## src/rtl/quantser_pkg.sv

```systemverilog
// Shared definitions for the quantser controller: state encoding and the
// width constants derived from the default input bit depth.
package quantser_pkg;

    localparam int QS_BWIN     = 32;
    localparam int QS_BWMSBIDX = $clog2(QS_BWIN);
    localparam int QS_BWPREC   = $clog2(QS_BWIN) + 1;

    typedef enum logic [2:0] {
        ST_INIT = 3'd0,
        ST_IDLE = 3'd1,
        ST_LOAD = 3'd2,
        ST_EMIT = 3'd3,
        ST_DONE = 3'd4
    } qs_state_e;

endpackage : quantser_pkg

```

## src/rtl/quantser_ctrl.sv

```systemverilog
// Sequencer for one quantser: accepts a conversion request, loads the
// shift register, then steps it once per accepted output bit.
//
//   state | meaning
//   ------+--------------------------------------------------------------
//   INIT  | clear the quantser for one cycle after reset release
//   IDLE  | ready for a request; latches msbidx/prec on accept
//   LOAD  | one-cycle q_load while upstream holds din
//   EMIT  | present bit count_q; step on each downstream handshake
//   DONE  | one-cycle done pulse, start ignored
module quantser_ctrl
    import quantser_pkg::*;
#(
    parameter int BWIN     = QS_BWIN,
    parameter int BWMSBIDX = $clog2(BWIN),
    parameter int BWPREC   = $clog2(BWIN) + 1
) (
    input  logic                clk,
    input  logic                rst_n,
    input  logic                start,
    output logic                start_ready,
    input  logic [BWMSBIDX-1:0] msbidx_in,
    input  logic [BWPREC-1:0]   prec_in,
    output logic                q_clr,
    output logic                q_load,
    output logic                q_step,
    output logic [BWMSBIDX-1:0] q_msbidx,
    output logic                bit_valid,
    input  logic                bit_ready,
    output logic [BWPREC-1:0]   bit_idx,
    output logic                bit_last,
    output logic                done
);

    localparam logic [BWPREC-1:0] PREC_MAX = BWPREC'(BWIN);

    qs_state_e             state_q, state_d;
    logic [BWPREC-1:0]     count_q, count_d;
    logic [BWPREC-1:0]     prec_q, prec_d;
    logic [BWMSBIDX-1:0]   msbidx_q, msbidx_d;
    logic                  start_ready_q, start_ready_d;
    logic                  q_clr_q, q_clr_d;
    logic                  q_load_q, q_load_d;
    logic                  bit_valid_q, bit_valid_d;
    logic                  bit_last_q, bit_last_d;
    logic                  done_q, done_d;
    logic                  handshake;

    assign handshake = bit_valid_q && bit_ready;

    // Next-state logic; outputs are precomputed from the next state so they
    // come straight out of flops.
    always_comb begin
        state_d  = state_q;
        count_d  = count_q;
        prec_d   = prec_q;
        msbidx_d = msbidx_q;
        unique case (state_q)
            ST_INIT: state_d = ST_IDLE;
            ST_IDLE: begin
                if (start) begin
                    msbidx_d = msbidx_in;
                    prec_d   = (prec_in > PREC_MAX) ? PREC_MAX : prec_in;
                    state_d  = (prec_in == '0) ? ST_DONE : ST_LOAD;
                end
            end
            ST_LOAD: begin
                count_d = '0;
                state_d = ST_EMIT;
            end
            ST_EMIT: begin
                if (handshake) begin
                    if (bit_last_q) state_d = ST_DONE;
                    else            count_d = count_q + BWPREC'(1);
                end
            end
            ST_DONE: state_d = ST_IDLE;
            default: state_d = ST_INIT;
        endcase

        start_ready_d = (state_d == ST_IDLE);
        q_clr_d       = (state_d == ST_INIT);
        q_load_d      = (state_d == ST_LOAD);
        bit_valid_d   = (state_d == ST_EMIT);
        bit_last_d    = (state_d == ST_EMIT) && (count_d == prec_d - BWPREC'(1));
        done_d        = (state_d == ST_DONE);
    end

    // Controller state, latches and registered outputs.
    always_ff @(posedge clk or negedge rst_n) begin
        if (!rst_n) begin
            state_q       <= ST_INIT;
            count_q       <= '0;
            prec_q        <= '0;
            msbidx_q      <= '0;
            start_ready_q <= 1'b0;
            q_clr_q       <= 1'b1;
            q_load_q      <= 1'b0;
            bit_valid_q   <= 1'b0;
            bit_last_q    <= 1'b0;
            done_q        <= 1'b0;
        end else begin
            state_q       <= state_d;
            count_q       <= count_d;
            prec_q        <= prec_d;
            msbidx_q      <= msbidx_d;
            start_ready_q <= start_ready_d;
            q_clr_q       <= q_clr_d;
            q_load_q      <= q_load_d;
            bit_valid_q   <= bit_valid_d;
            bit_last_q    <= bit_last_d;
            done_q        <= done_d;
        end
    end

    assign start_ready = start_ready_q;
    assign q_clr       = q_clr_q;
    assign q_load      = q_load_q;
    assign q_step      = handshake;
    assign q_msbidx    = msbidx_q;
    assign bit_valid   = bit_valid_q;
    assign bit_idx     = count_q;
    assign bit_last    = bit_last_q;
    assign done        = done_q;

endmodule : quantser_ctrl

```

## config.mk

```make
export PLATFORM = sky130hd
export DESIGN_NAME = quantser_ctrl
export DESIGN_NICKNAME = d
export VERILOG_FILES = /design/src/rtl/quantser_pkg.sv /design/src/rtl/quantser_ctrl.sv
export SDC_FILE = /design/constraint.sdc
export NUM_CORES = 1
export LEC_CHECK = 0
export ABC_AREA = 0
export CORE_MARGIN = 5
export CORE_UTILIZATION = 40
export DETAILED_ROUTE_END_ITERATION = 8
export PLACE_DENSITY_LB_ADDON = 0.2
export SLEW_MARGIN = 40
export SYNTH_ARGS = -nofsm -noshare
export SYNTH_HDL_FRONTEND = slang
export SYNTH_SLANG_ARGS = --single-unit
```

## constraint.sdc

```tcl
create_clock -name clk -period 6.2 [get_ports clk]
set_clock_uncertainty 0.15 [all_clocks]
set_input_delay 0.62 -clock clk [delete_from_list [all_inputs] [get_ports clk]]
set_output_delay 0.62 -clock clk [all_outputs]
set_load 0.005 [all_outputs]
```

==> results.md <==
Placed design:
- The congestion estimate from routability-driven global placement came to 0.788.
- The HPWL after detailed placement is 2.02 mm.
- The pre-CTS worst setup slack is about 3.2 ns.
- The count of placed standard cells including taps is approximately 200.
- Input and output buffers added on the ports amount to 32.

Floorplan:
- The vertical die dimension is between 60 and 70 µm.
- The core region is between 3000 and 4000 µm².
- The horizontal die dimension is ~69 µm.
- The floorplan has 21 rows.
- The I/O pin total is 33.
- The die outline area is ~4700 µm².
- The initial core utilization is 41.4%.

STA:
- The worst hold slack across all endpoints is 0.360 ns.
- The hold violation count in the final report came to 0.
- The headroom to the max-slew limit is about two thirds.
- The setup TNS is 0 ns.
- The clock period minus worst slack is 2.67 ns.
- The count of pins over their slew limit is 0.
- The upper clock frequency limit is roughly 0.37 GHz.
- The post-route fraction of the period consumed by the critical path is between 40% and 50%.
- Setup repair after global routing left no endpoint under its margin.
- Setup violations remaining at the end of the flow were counted as 0.
- In the post-route analysis, the smallest setup slack over all paths is approximately 3.5 ns.
- The pin slew with the least headroom to its limit is around 0.47 ns.

Routing:
- In the final routed layout, each cell accounts on average for between 10 and 15 µm.
- In the routed design, unresolved DRC markers number 0.
- The via count normalized by instance count is ~5.1.
- The wire length after detailed routing is 2.70 mm.
- The number of DRC violations after detailed-routing iteration 0 is 60.
- The via count is around 1000.
- The number of optimization iterations in the first detailed-route pass is 4.
- Once detail routing completed, the nets flagged for antenna violations numbered 0.

Hold path:
- The source of the worst hold timing path is state_q[1]$_DFF_PN0_.
- The path with the worst hold slack has its endpoint at start_ready$_DFF_PN0_.
- The instance count along the most critical hold path is 1.
- The class of the most critical hold timing path is register to register.

Global routing:
- Global routing consumed, over all layers together, a little over an eighth of the routing resources.
- The initial antenna violation count is 0.
- The global-route wire length before repair is approximately 4.7 mm.
- Entering global routing, the biggest net connects 27 pins.
- The via count of the first global-routing pass is around 1000.
- The residual overflow from global routing is 0.

Job:
- The number of max-capacitance violations reported is 0.

CTS:
- The level count of the clock H-tree is 1.
- The total CTS buffers is 3.
- The number of post-CTS setup repair buffers is 0.
- The clock edge transition at the registers on the reported setup and hold paths is ~0.14 ns.
- The clock network latency to the later pin of the worst-skew pair is 0.32 ns.
- For this design, the CTS-stage hold fixing added 0 buffers.
- The CTS tree is yes.
- The tree is rooted in a sky130_fd_sc_hd__clkbuf_4.
- The clock net in this run drives a total of 26 sinks.
- The maximum root-to-sink buffer count is 2.
- The post-CTS resize count is 0.

Final layout:
- The library cell used most frequently in the layout, excluding fill and tap cells, is sky130_fd_sc_hd__clkdlybuf4s50_1.
- Of the cells placed in the final design, the portion with a size suffix greater than 1 is 17.8%.
- Counting the fill cells in the layout gives 326.
- The total number of nets in the final design is 175.
- The repair_antennas step left the layout with diodes totalling 0.
- Relative to the synthesized area, the layout overhead comes to 29.4%.
- The filler-free cell count of the finished design is 203.
- The library cells used most frequently in the layout, excluding fill and tap cells, are sky130_fd_sc_hd__clkdlybuf4s50_1 (32), sky130_fd_sc_hd__dfrtp_1 (25), sky130_fd_sc_hd__nor2_1 (9).

Power and ir drop:
- The part of the power in combinational logic is around half.
- The portion of total power attributed to the clock network is 15.5%.
- The leakage dissipation is about 0.73 nW.
- For this design the ratio of total power to cell area is roughly 420 nW/µm².
- The net switching share of the total power is 34.3%.
- The switching power is 0.259 mW.
- The internal power summed over all cells is about 0.5 mW.
- The worst-case IR drop observed on VDD is approximately 0.25 mV.
- The sequential group share of total power is 36.1%.
- The total power is between 0.7 and 0.8 mW.

Critical path:
- The worst flop-to-flop path startpoint is state_q[2]$_DFF_PN0_.
- The terminus of the critical flop-to-flop path is bit_last$_DFF_PN0_.
- The arrival time at the worst endpoint is ~2.8 ns.
- Of all nets on the critical path, the largest fanout is 25.
- The worst setup path is captured at a register.
- The number of cells on the worst reg-to-reg path is 9.
- STA classifies the critical path startpoint as an input pin.
- The critical path in this run is classified as input pin to register.
- For the worst setup path, the data required time is 6.29 ns.
- The setup slack of the worst register-to-register path is approximately 3.8 ns.

Logic synthesis:
- The synthesized netlist occupies a cell area of approximately 1400 µm².
- For this run, the number of Yosys warnings is 0.
- For this run, the leading register cell type out of synthesis is sky130_fd_sc_hd__dfrtp_1.
- The number of library cell types mapped by synthesis is 42.
- Dividing the synthesized area by the synthesized cell count gives 11.1 µm².
- The portion of the post-synthesis area used by sequential elements is a little under half.
- For this run, asynchronously set or reset flops after synthesis account for between 90% and 100%.
- When the netlist entered floorplanning its net count stood at around 140.
- The synthesized design contains 26 register bits.
- After technology mapping, the gate count stands at between 100 and 150.
- The number of enable-type register cells in the synthesized netlist is 0.

Status:
- The run finished with clean final reports.
[cell families (layout without fill, tap and decap cells)]
kind of cell    after synthesis  in the layout  share of synthesized area, %
flops                        26             26                          47.1
compound gates               23             23                          12.5
buf+inv                      11             44                          4.43
fa+ha+maj                     2              2                          1.81
xor+xnor                     11             11                          7.51
simple gates                 43             43                          19.8
mux                           8              8                          6.79
[power by group through the flow]
stage	sequential (mW)	clock, mW	combinational (mW)
3_5_place_dp	0.276	0	0.363
2_1_floorplan	0.271	0	0.244
5_1_grt	0.282	0.127	0.408
4_1_cts	0.273	0.120	0.372
3_3_place_gp	0.273	0	0.359
6_report	0.272	0.117	0.365
[synthesized netlist by cell type (2+ instances only)]
cell / count / share of area (%)
sky130_fd_sc_hd__a21oi_1: 3 / 1.1
sky130_fd_sc_hd__a21oi_2: 2 / 1.3
sky130_fd_sc_hd__and2_1: 2 / 0.90
sky130_fd_sc_hd__buf_6: 2 / 1.6
sky130_fd_sc_hd__dfrtp_1: 25 / 45
sky130_fd_sc_hd__ha_1: 2 / 1.8
sky130_fd_sc_hd__inv_1: 6 / 1.6
sky130_fd_sc_hd__mux2_2: 7 / 5.7
sky130_fd_sc_hd__nand2_1: 7 / 1.9
sky130_fd_sc_hd__nand2b_1: 5 / 2.3
sky130_fd_sc_hd__nand3_1: 4 / 1.4
sky130_fd_sc_hd__nor2_1: 9 / 2.4
sky130_fd_sc_hd__nor3_1: 2 / 0.72
sky130_fd_sc_hd__nor3b_2: 2 / 1.8
sky130_fd_sc_hd__nor4_2: 3 / 2.7
sky130_fd_sc_hd__o21a_1: 3 / 1.6
sky130_fd_sc_hd__o21ai_0: 3 / 1.1
sky130_fd_sc_hd__o22ai_1: 2 / 0.90
sky130_fd_sc_hd__o31ai_1: 2 / 1.1
sky130_fd_sc_hd__or2_2: 2 / 0.90
sky130_fd_sc_hd__or4_1: 2 / 1.1
sky130_fd_sc_hd__xnor2_1: 7 / 4.4
sky130_fd_sc_hd__xor2_1: 3 / 1.9
[worst max-delay path, stage by stage]
cell                              delay, ns
sky130_fd_sc_hd__clkdlybuf4s50_1       0.49
sky130_fd_sc_hd__nand4bb_1             0.12
sky130_fd_sc_hd__buf_4                 0.24
sky130_fd_sc_hd__nor3b_2               0.19
sky130_fd_sc_hd__a21oi_1               0.09
sky130_fd_sc_hd__ha_1                  0.26
sky130_fd_sc_hd__xnor2_1               0.22
sky130_fd_sc_hd__xnor2_1               0.15
sky130_fd_sc_hd__nand3_1               0.11
sky130_fd_sc_hd__nor4_2                0.26
[sequential cells by signal, indices dropped and copies added, names as in the netlist]
signal / count
q_load: 1
bit_valid: 1
prec_q: 6
state_q: 3
bit_last: 1
start_ready: 1
q_clr: 1
bit_idx: 6
done: 1
q_msbidx: 5
[how the worst max path moves through the flow]
stage / startpoint / endpoint / slack (ns) / cells after the start
global route: start / bit_last$_DFF_PN0_ / 3.37 / 10
detailed placement: start / bit_last$_DFF_PN0_ / 3.24 / 10
floorplan: start / bit_last$_DFF_PN0_ / 3.75 / 10
finish: start / bit_last$_DFF_PN0_ / 3.53 / 10
global placement: start / bit_last$_DFF_PN0_ / 3.31 / 10
CTS: start / bit_last$_DFF_PN0_ / 3.51 / 10
[area by class of cell]
class | count | area, µm² | area share (%)
repair buffers | 34 | 335 | 18.7
inverters | 6 | 22.5 | 1.26
multi-input cells | 87 | 669 | 37.4
well taps | 46 | 57.6 | 3.22
flip-flops and latches | 26 | 652 | 36.4
clock buffers | 3 | 22.5 | 1.26
clock inverters | 1 | 30.0 | 1.68
[per-stage QoR]
stage / instance area [µm²] / utilization (%)
global route: 1790 / 53.6
CTS: 1790 / 53.6
detailed placement: 1740 / 52.0
global placement: 1740 / 52.0
floorplan: 1380 / -
finish: 1790 / 53.6
[routing by layer]
metal / part of all wire, % / vias to the layer above / track usage, % / wire length, µm
li1: - / 505 / - / -
met1: 48 / 506 / 18.3 / 1290
met2: 46 / 25 / 20.7 / 1250
met3: 4.6 / 4 / 2.11 / 125
met4: 0.96 / 0 / 3.65 / 26
met5: 0 / - / 0 / 0
Power figures use the tool's default switching activity.
==> variant: new RTL, same settings <==
Change the package constant `QS_BWIN` from 32 to 64.
--- a/src/rtl/quantser_pkg.sv
+++ b/src/rtl/quantser_pkg.sv
@@ -2,7 +2,7 @@
 // width constants derived from the default input bit depth.
 package quantser_pkg;
 
-    localparam int QS_BWIN     = 32;
+    localparam int QS_BWIN     = 64;
     localparam int QS_BWMSBIDX = $clog2(QS_BWIN);
     localparam int QS_BWPREC   = $clog2(QS_BWIN) + 1;
 
Ports: changed (resized bit_idx, msbidx_in, prec_in and q_msbidx); port bits go from 33 to 37. The function was not compared with the original's and may differ.
==> variant against the original RTL <==
Sequential cell count up 3; critical path depth down 3; worst setup slack got worse by 0.56 ns; area after synthesis increased by 11%; worst hold slack worse by 0.035 ns; routed wire length grew 32%; first-iteration DRC count increased by 48%; critical endpoint unchanged; count of clock-buffer cells in the layout increased by 4; largest cell class unchanged; register-to-register slack got worse by 0.59 ns; final area rose by 14%.
Power is not compared: it rests on default switching activity, and its combinational part moved more than twofold at a synthesized area within 25%.
==> variant: results (changes against the original RTL) <==
Outcome:
- The run finished with clean final reports.

Clock tree:
- The post-CTS setup-driven buffer insertion count came to 0 (unchanged).
- The cell sitting at the root of the clock tree is a sky130_fd_sc_hd__clkbuf_8.
- The maximum clock insertion buffer count is 2 (unchanged).
- The clock insertion delay at the later pin of the skew report is 0.28 ns (-0.04 ns).
- The count of hold buffers inserted by post-cts repair is 0 (unchanged).
- The post-CTS resize count came to 0 (unchanged).
- The number of H-tree branching levels came to 2 (+1).
- The TritonCTS buffer count was 5 (+2).
- The clock-pin slew on the worst setup and hold paths came to 0.06 ns (-0.08 ns).

Final layout:
- The proportion of layout cells with a drive suffix above 1 is 9.84% (-8.0 points).
- The final layout net count came to 211 (+21%).
- The final antenna diode count is 0 (unchanged).

Power:
- The total leakage power is approximately 0.88 nW.
- The worst ir drop on vdd is 185 µV.

Drt:
- The number of DRC markers in iteration 0 is 89 (+48%).
- The total wirelength of the detailed-routed design was 3.56 mm (+32%).
- The total number of vias is 1298 (+25%).
- The first-pass iteration count of the detailed router is 4 (unchanged).

Synth:
- Yosys attributes the largest share of cell area to sky130_fd_sc_hd__dfrtp_1, sky130_fd_sc_hd__nand2_1, sky130_fd_sc_hd__xnor2_1.
- By count the netlist is led by sky130_fd_sc_hd__dfrtp_1, sky130_fd_sc_hd__nand2_1, sky130_fd_sc_hd__nor2_1.
- The number of different library cells in the post-synthesis netlist came to 44 (+4.8%).
- The post-synthesis async set-or-reset flop share is 100% (unchanged).
- In the synthesized netlist the dominant register cell turns out to be sky130_fd_sc_hd__dfrtp_1.
- The post-synthesis net count is 174 (+23%).
- The number of synthesis warnings is 0 (unchanged).
- The portion of the post-synthesis area used by sequential elements was 47.4% (+0.24 points).

Setup path:
- The critical-path maximum fanout is 25 (unchanged).
- The arrival time of data at the critical path endpoint is 3.30 ns (+0.54 ns).
- The setup slack of the worst register-to-register path came to 3.19 ns (-0.59 ns).
- The cell count of the worst reg-to-reg path is 6 (-3).

Global routing:
- The maximum number of pins on one net before global-route repair is 30 (+11%).
- The number of antenna violations at the first check in global routing came to 0 (unchanged).
- The total global routing track utilization is 15.1% (+2.0 points).
- The wire length of the first global-routing pass was 6.00 mm (+28%).

Timing:
- The worst slew slack as a fraction of its limit came to 57.0% (-11 points).
- The minimum hold slack came to 0.325 ns (-0.0346 ns).

Min path:
- The depth of the worst hold-timing path came to 2 (+1).
- In this run the worst hold path is classified as reg -> reg.

Placement:
- The half-perimeter wire length after placement is 2.64 mm (+31%).
- The final weighted congestion in routability-driven placement is 0.850 (+7.8%).
- The number of port buffers is 36 (+13%).
[variant: cell types whose count changed in the layout (fill, tap and decap cells not counted), sizes merged, moves of 2 or more]
| cell | change |
|---|---|
| dfrtp | +3 |
| nand2 | +18 |
| mux2 | -7 |
| o22ai | -2 |
| a21oi | +2 |
| clkdlybuf4s50 | +4 |
| clkbuf | +4 |
| nor4 | +3 |
| o21ai | +4 |
| nand4b | +2 |
| xor2 | -2 |
[variant: path summary, 6_finish.rpt]
path / startpoint / to
max: start / bit_last$_DFF_PN0_
min: q_msbidx[4]$_DFFE_PN0P_ / q_msbidx[4]$_DFFE_PN0P_
max reg2reg: state_q[1]$_DFF_PN0_ / bit_last$_DFF_PN0_
min reg2reg: q_msbidx[4]$_DFFE_PN0P_ / q_msbidx[4]$_DFFE_PN0P_
max in group asynchronous: rst_n / q_clr$_DFF_PN1_
min in group asynchronous: rst_n / bit_idx[0]$_DFF_PN0_
[variant: critical path: stages]
cell and delay, ns:
sky130_fd_sc_hd__clkdlybuf4s50_1 0.51, sky130_fd_sc_hd__nand4bb_2 0.51, sky130_fd_sc_hd__a21oi_1 0.48, sky130_fd_sc_hd__ha_1 0.27, sky130_fd_sc_hd__xor3_1 0.42, sky130_fd_sc_hd__nor4_1 0.28
sky130_fd_sc_hd__o2111a_1 0.21
[variant: through the flow]
stage	cell area [µm²]	setup slack [ns]	utilization [%]	cells
detailed placement	1940	2.67	52.5	233
floorplan	1530	3.50	-	155
CTS	2040	2.97	55.2	241
finish	2040	2.97	55.2	241
global route	2040	2.68	55.2	241
global placement	1930	2.44	52.3	233
[variant: cell type report]
cell class	instances	area, µm²
multi-input combinational	112	754
clock inverter	1	5.00
fill	342	1650
tap	48	60.1
timing repair buffer	37	368
clock buffer	7	96.3
sequential	29	727
inverter	7	26.3
[variant: power breakdown]
part | internal, mW | switching [mW]
Combinational | 0.0648 | 0.0491
Clock | 0.100 | 0.0731
Sequential | 0.204 | 0.0216
Total | 0.369 | 0.144
[variant: per-layer routing]
metal | wire length (µm) | share of wire, % | track usage, % | up-vias
li1 | - | - | - | 626
met2 | 1740 | 49 | 23.9 | 34
met5 | 0 | 0 | 0 | -
met1 | 1560 | 44 | 18.7 | 633
met3 | 204 | 5.7 | 5.40 | 5
met4 | 51 | 1.4 | 6.05 | 0
[variant: cell families (layout without fill, tap and decap cells)]
| logic type | count (synthesis) | count (layout) | share of synthesized area [%] |
|---|---|---|---|
| AOI/OAI and AO/OA | 32 | 32 | 14.1 |
| xor gates and xnor gates | 10 | 10 | 6.69 |
| adders and majority gates | 2 | 2 | 1.63 |
| buffers and inverters | 14 | 52 | 3.75 |
| DFF | 29 | 29 | 47.4 |
| muxes | 1 | 1 | 0.734 |
| and+or+nand+nor | 67 | 67 | 25.7 |
